$ cat config.mk
export PLATFORM = sky130hd
export DESIGN_NAME = c3lib_ckmux2_sel_ctl
export DESIGN_NICKNAME = d
export VERILOG_FILES = /design/src/rtl/c3lib_ckmux2_sel_ctl.sv
export SDC_FILE = /design/constraint.sdc
export NUM_CORES = 1
export LEC_CHECK = 0
export CORE_UTILIZATION = 40
export DETAILED_ROUTE_END_ITERATION = 8
export PLACE_DENSITY = 0.72
export SLEW_MARGIN = 20
export SYNTH_ARGS = -nofsm -noshare
export SYNTH_HDL_FRONTEND = slang
export SYNTH_SLANG_ARGS = --single-unit
$ cat constraint.sdc
create_clock -name clk -period 1.8 [get_ports clk]
set_input_delay 0.27 -clock clk [delete_from_list [all_inputs] [get_ports clk]]
set_output_delay 0.27 -clock clk [all_outputs]
set_load 0.05 [all_outputs]
$ cat src/rtl/c3lib_ckmux2_sel_ctl.sv
`default_nettype none
// ============================================================================
// Module      : c3lib_ckmux2_sel_ctl
// Description : Select sequencer for a 2:1 clock-tree mux. A switch request
//               arrives over a valid/ready handshake. The block then runs
//               gate-off -> quiesce wait -> select change -> settle wait ->
//               gate-on, so the combinational mux never passes a runt pulse
//               into the tree. A scan override bypasses the select and forces
//               the gate open.
// Ports       : clk          always-on control clock
//               rst_n        synchronous active-low reset
//               req_vld      switch request valid
//               req_sel      requested select (0 = ck0, 1 = ck1)
//               req_rdy      request ready (IDLE and no override)
//               done         one-cycle pulse when a request completes
//               busy         sequencer not in IDLE
//               s0           mux select
//               ck_gate_en   downstream clock-gate enable
//               tst_override scan override
//               tst_s0       scan select value
// Revision    : 1.0 - initial release
// ============================================================================
module c3lib_ckmux2_sel_ctl #(
    parameter int QUIESCE_CYC = 4,
    parameter int SETTLE_CYC  = 4,
    parameter int CNT_WIDTH   = 4
) (
    input  logic clk,
    input  logic rst_n,
    input  logic req_vld,
    input  logic req_sel,
    output logic req_rdy,
    output logic done,
    output logic busy,
    output logic s0,
    output logic ck_gate_en,
    input  logic tst_override,
    input  logic tst_s0
);

    // Counter load values: a wait of N cycles counts N-1 down to 0, and the
    // cycle spent recognising zero supplies the final wait cycle.
    localparam logic [CNT_WIDTH-1:0] c_quiesce_load = CNT_WIDTH'(QUIESCE_CYC - 1);
    localparam logic [CNT_WIDTH-1:0] c_settle_load  = CNT_WIDTH'(SETTLE_CYC - 1);

    typedef enum logic [1:0] {
        ST_IDLE     = 2'd0,
        ST_GATE_OFF = 2'd1,
        ST_SETTLE   = 2'd2,
        ST_GATE_ON  = 2'd3
    } state_t;

    state_t                 r_state;
    state_t                 w_state_nxt;
    logic                   r_sel;
    logic                   w_sel_nxt;
    logic                   r_target;
    logic                   w_target_nxt;
    logic                   r_gate;
    logic                   w_gate_nxt;
    logic                   r_done;
    logic                   w_done_nxt;
    logic [CNT_WIDTH-1:0]   r_cnt;
    logic [CNT_WIDTH-1:0]   w_cnt_nxt;
    logic                   w_accept;
    logic                   w_cnt_zero;

    assign w_accept   = req_vld & req_rdy;
    assign w_cnt_zero = (r_cnt == '0);

    // ------------------------------------------------------------------------
    // State register
    // ------------------------------------------------------------------------
    always_ff @(posedge clk) begin
        if (!rst_n) begin
            r_state  <= ST_IDLE;
            r_sel    <= 1'b0;
            r_target <= 1'b0;
            r_gate   <= 1'b1;
            r_done   <= 1'b0;
            r_cnt    <= '0;
        end else begin
            r_state  <= w_state_nxt;
            r_sel    <= w_sel_nxt;
            r_target <= w_target_nxt;
            r_gate   <= w_gate_nxt;
            r_done   <= w_done_nxt;
            r_cnt    <= w_cnt_nxt;
        end
    end

    // ------------------------------------------------------------------------
    // Next-state logic. The override only blocks new requests (through
    // req_rdy); a sequence already in flight runs to completion so the
    // internal gate/select registers stay coherent when the override drops.
    // ------------------------------------------------------------------------
    always_comb begin
        w_state_nxt  = r_state;
        w_sel_nxt    = r_sel;
        w_target_nxt = r_target;
        w_gate_nxt   = r_gate;
        w_done_nxt   = 1'b0;
        w_cnt_nxt    = r_cnt;

        case (r_state)
            ST_IDLE: begin
                if (w_accept) begin
                    if (req_sel == r_sel) begin
                        // Already on the requested clock: acknowledge only.
                        w_done_nxt = 1'b1;
                    end else begin
                        w_target_nxt = req_sel;
                        w_gate_nxt   = 1'b0;
                        w_cnt_nxt    = c_quiesce_load;
                        w_state_nxt  = ST_GATE_OFF;
                    end
                end
            end

            ST_GATE_OFF: begin
                if (w_cnt_zero) begin
                    // Gate has been closed for the full quiesce window.
                    w_sel_nxt   = r_target;
                    w_cnt_nxt   = c_settle_load;
                    w_state_nxt = ST_SETTLE;
                end else begin
                    w_cnt_nxt = r_cnt - 1'b1;
                end
            end

            ST_SETTLE: begin
                if (w_cnt_zero) begin
                    // Reopen the gate and report completion on the same edge.
                    w_gate_nxt  = 1'b1;
                    w_done_nxt  = 1'b1;
                    w_state_nxt = ST_GATE_ON;
                end else begin
                    w_cnt_nxt = r_cnt - 1'b1;
                end
            end

            ST_GATE_ON: begin
                w_state_nxt = ST_IDLE;
            end

            default: begin
                w_state_nxt = ST_IDLE;
            end
        endcase
    end

    // ------------------------------------------------------------------------
    // Outputs
    // ------------------------------------------------------------------------
    assign req_rdy    = (r_state == ST_IDLE) & ~tst_override;
    assign busy       = (r_state != ST_IDLE);
    assign done       = r_done;
    assign s0         = tst_override ? tst_s0 : r_sel;
    assign ck_gate_en = tst_override | r_gate;

endmodule
`default_nettype wire

# Word-level counts from Yosys, hierarchy flattened
# Cells that the tools add are included.
[word_totals] reg_bits=10 output_inout_bits=5 wordCells=50
[classes] n_reduce_logical=10 addsub=1 eq_ne=9 bitwise=5 mux=19
[ops] cell="$mux 4" count=4
[ops] cell="$pmux 4 s3" count=1
[ops] cell="$reduce_and 4->1" count=3
[ops] cell="$ne 2x2->1 const B" count=5
[ops] cell="$mux 2" count=4
[ops] cell="$pmux 2 s4" count=1
[ops] cell="$mux 1" count=7
[ops] cell="$eq 2x2->1 const B" count=2
[ops] cell="$logic_not 4->1" count=1
[ops] cell="$pmux 1 s2" count=2
[ops] cell="$reduce_bool 2->1" count=2
[ops] cell="$sub 4x1->4 const B" count=1
[ops] cell="$reduce_and 3->1" count=1
[ops] cell="$reduce_bool 3->1" count=1
[ops] cell="$and 1x1->1" count=2
[ops] cell="$eq 2x1->1 const B" count=1
[ops] cell="$logic_not 2->1" count=1
[ops] cell="$not 1->1" count=2
[ops] cell="$reduce_and 2->1" count=1
[ops] cell="$eq 1x1->1" count=1
[ops] cell="$or 1x1->1" count=1

# Depth between registers and ports, before layout
[logic_depth] ltp_word=5 depth_mapped=6 mapped_depth_nobuf=6

# Least setup slack after synthesis
# OpenSTA, ideal clock, no wires.
[synth_timing] kind="register -> register" startpoint="register r_state[0]" endpoint="register r_done (netlist: done)" path_stages_with_launch=7 period_less_slack_ps=1937 t_required_ps=1733 path_buffers=0 path_slack_ps=-137 setup_ps=67 arrival_time_ps=1869 path_cell_list="dfxtp_1 -> inv_1 -> ha_1 -> inv_1 -> nor2_1 -> a32oi_1 -> nor2_1"
[synth_via] elab_chain_len=5 word_cells_on_any_way=6
[synth_rtl] element="from (decl)" line="53" rtl="state_t r_state;"
[synth_rtl] element="from (signal assigned)" line="83" rtl="r_state <= w_state_nxt;"
[synth_rtl] element="$logic_not 2->1" line="155" rtl="assign req_rdy = (r_state == ST_IDLE) & ~tst_override;"
[synth_rtl] element="$and 1x1->1" line="155"
[synth_rtl] element="net req_rdy" line="32" rtl="output logic req_rdy,"
[synth_rtl] element="$and 1x1->1" line="68" rtl="assign w_accept = req_vld & req_rdy;"
[synth_rtl] element="$mux 1" line="107" rtl="if (w_accept) begin"
[synth_rtl] element="$pmux 1 s2" line="105" rtl="case (r_state)"
[synth_rtl] element="to (signal assigned)" line="87" rtl="r_done <= w_done_nxt;"
[synth_rtl] element="to (decl)" line="61" rtl="logic r_done;"
# The timed path passes the listed nets, and every way through them passes these cells.
# A chain may end at the register's enable or synchronous reset.

# Worst setup path in the final report
[layout_timing] startpoint="register r_state[1]" endpoint="output req_rdy"
[layout_via] elab_chain_len=2
[layout_rtl] element="$logic_not 2->1" line="155"
[layout_rtl] element="$and 1x1->1" line="155"
[layout_rtl] element="to (decl)" line="32"
# No other way between the ends.

==> out/qor.tcl <==
set qor(place.gp.congestion) 0.830
set qor(finalPower_mw) 1.37
set qor(fillerInstances) 140
set qor(floorplan.die.width_um) 42.3
set qor(synthesis.area_um2) 649
set qor(antenna_violations_before_repair) 0
set qor(holdWs_ns) 0.509
set qor(most_used_flip_flop_cell_after_synthesis) {sky130_fd_sc_hd__dfxtp_1}
set qor(placeableCoreArea_um2) 1510
set qor(finalCriticalPeriod_ns) 1.70
set qor(die_height_um) 42.3
set qor(boundaryPins) 11
set qor(synth_largest_area_cell) {sky130_fd_sc_hd__dfxtp_1}
set qor(wire_length_of_the_first_global_routing_pass_mm) 2.35
set qor(synth_area_leaders) {sky130_fd_sc_hd__dfxtp_1, sky130_fd_sc_hd__ha_1, sky130_fd_sc_hd__a21oi_1, sky130_fd_sc_hd__inv_1, sky130_fd_sc_hd__nor2_1}
set qor(wl_mm) 1.35
set qor(io_buffers) 10
set qor(place_hpwl_mm) 1.00
set qor(final_hold_viol_count) 0
set qor(run_status) {complete, no violations}
set qor(timing.final.crit_share) 0.943
set qor(tritoncts_clock_tree) {yes}
set qor(async_reset_ff_frac) 0
set qor(tritoncts.num_buffers) 3
set qor(power-per-cell-area_nw_per_um2) 1610
set qor(placementRows) 14
set qor(drt_iter0_drc) 20
set qor(tns_ns) 0
set qor(clk_pin_slew_worst_paths_ns) 0.07
set qor(holdBufCountCts) 0
set qor(ctsHtreeMaxLevel) 1
set qor(area_growth_syn_to_layout_pct) 31.0
set qor(num-nets-final) 103
set qor(fin_util) 0.565
set qor(skew_ns) 0.00199
set qor(ff_latch_area_um2) 200
set qor(post_route_cells_drive_above_1_share) 0.180
set qor(synthDistinctLibCells) 32
set qor(syn_avg_cell_area_um2) 8.90
set qor(clock_latency_ns) 0.27
set qor(post-synth-top-count-cell) {sky130_fd_sc_hd__dfxtp_1}
set qor(ir_drop_uv) 898
set qor(drv_cap) 0
set qor(worst-setup-path-type) {flop to output pin}
set qor(final-max-slew-violation-count) 0
set qor(synth.net_count) 86
set qor(start_kind) {flop}
set qor(rsz0062_at_grt) {no}
set qor(cts.path.max_buffers) 2
set qor(grt_remaining_overflow) 0
set qor(via_count_of_the_first_global_routing_pass) 549
set qor(timing.hold.worst.class) {flop to flop}
set qor(drt-pass1-iter-count) 4
set qor(fmax_mhz) 589
set qor(ant_nets) 0
set qor(area_used_by_multi_input_combinational_logic_um2) 418
set qor(synth.cells.most_frequent) {sky130_fd_sc_hd__dfxtp_1, sky130_fd_sc_hd__ha_1, sky130_fd_sc_hd__inv_1}
set qor(synthDominantCellAreaShare) 0.308
set qor(setup_viol_count_final) 0
set qor(flop_and_latch_count_out_of_synthesis) 10
set qor(wl_per_cell_um) 12.9
set qor(setup.worst_path.end_class) {output pin}
set qor(worst-endpoint-required_ns) 1.53
set qor(antennaDiodeCount) 0
set qor(drt_drc) 0
set qor(grt.total_usage) 0.172
set qor(post_cts.repair.setup_buffers) 0
set qor(slew-limit-headroom) 0.674
set qor(maximum_number_of_pins_on_one_net_before_global_route_repair) 12
set qor(die_area_um2) 1790
set qor(path_max_fanout) 4
set qor(cts_num_sinks) 10
set qor(cts_root_buffer) {sky130_fd_sc_hd__clkbuf_4}
set qor(total_via_count_after_detailed_routing) 570
set qor(p_leak_nw) 0.362
set qor(critical_path_arrival_ns) 1.43
set qor(yosysWarningCount) 0
set qor(starting_density) 0.431
set qor(seq_area_frac_synth) 0.308
set qor(post_synth_inst_count) 73
set qor(via_per_inst) 5.43
set qor(post_synth_edffs) 0
set qor(post_cts.resized_instances) 0
set qor(worst_pin_slew_ns) 0.488
worst max-delay path: stages, from the launching register on:
cell and delay, ns:
sky130_fd_sc_hd__dfxtp_1 0.33, sky130_fd_sc_hd__inv_1 0.13, sky130_fd_sc_hd__ha_1 0.22, sky130_fd_sc_hd__inv_1 0.11
sky130_fd_sc_hd__nor2_2 0.20, sky130_fd_sc_hd__buf_12 0.16
layout by cell type, fill, tap and decap left out, drive strengths merged:
| cell | n |
|---|---|
| inv | 7 |
| or3 | 1 |
| a21boi | 1 |
| or2 | 2 |
| and2 | 1 |
| nand2b | 1 |
| ha | 7 |
| a21oi | 7 |
| nor2 | 6 |
| nand3 | 1 |
| dfxtp | 10 |
| a311oi | 1 |
| o21ai | 5 |
| a32oi | 1 |
| nand3b | 1 |
| nor3 | 1 |
| o211a | 2 |
| a32o | 2 |
| clkdlybuf4s50 | 6 |
| mux2i | 1 |
| a2bb2oi | 1 |
| o211ai | 2 |
| a21o | 1 |
| o2111ai | 2 |
| nor3b | 3 |
| clkbuf | 4 |
| and3b | 1 |
| xnor2 | 1 |
| buf | 7 |
| nand2 | 3 |
sequential cells by signal (all words and copies together) (netlist names):
register / count
r_cnt: 4
r_state: 2
r_target: 1
done: 1
r_sel: 1
r_gate: 1
area by class of cell:
type | instances | share of cell area
multi-input cells | 55 | 0.491
flip-flops and latches | 10 | 0.235
repair buffers | 13 | 0.176
clock buffers | 4 | 0.0426
inverters | 7 | 0.0309
well taps | 16 | 0.0235
stage by stage:
step	worst slack [ns]	cell area, um2	cells
2_1_floorplan	0.0173	652	73
3_3_place_gp	0.0920	815	101
3_5_place_dp	0.0585	815	101
4_1_cts	0.117	851	105
5_1_grt	0.0335	851	105
6_report	0.102	851	105
power by group:
| group | switching [mW] | internal, mW | total (mW) |
|---|---|---|---|
| Clock | 0.0857 | 0.123 | 0.209 |
| Sequential | 0.0414 | 0.277 | 0.319 |
| Combinational | 0.472 | 0.370 | 0.843 |
| Total | 0.600 | 0.771 | 1.37 |
cells by family (layout without fill, tap and decap cells):
kind of cell    Yosys count  in the layout  share of synthesized area
flops                    10             10                      0.308
mux                       1              1                     0.0154
fa+ha+maj                 7              7                      0.135
xor+xnor                  1              1                     0.0135
compound gates           25             25                      0.283
buf+inv                   8             24                     0.0520
simple gates             21             21                      0.193
path summary, 6_finish.rpt:
check	from	endpoint	slack [ns]	cells after the start
setup / recovery	r_state[1]	req_rdy	0.10	5
hold / removal	r_target	r_target	0.51	2
setup reg to reg	r_state[0]	r_cnt[3]	0.16	6
hold reg to reg	r_target	r_target	0.51	2
routing by layer:
metal / up-vias / track usage / routed length, um
met5: - / 0 / 0
li1: 298 / - / -
met2: 14 / 0.252 / 609
met3: 2 / 0.0431 / 68
met4: 0 / 0.0750 / 11
met1: 256 / 0.237 / 663
(Power assumes the default switching activity.)
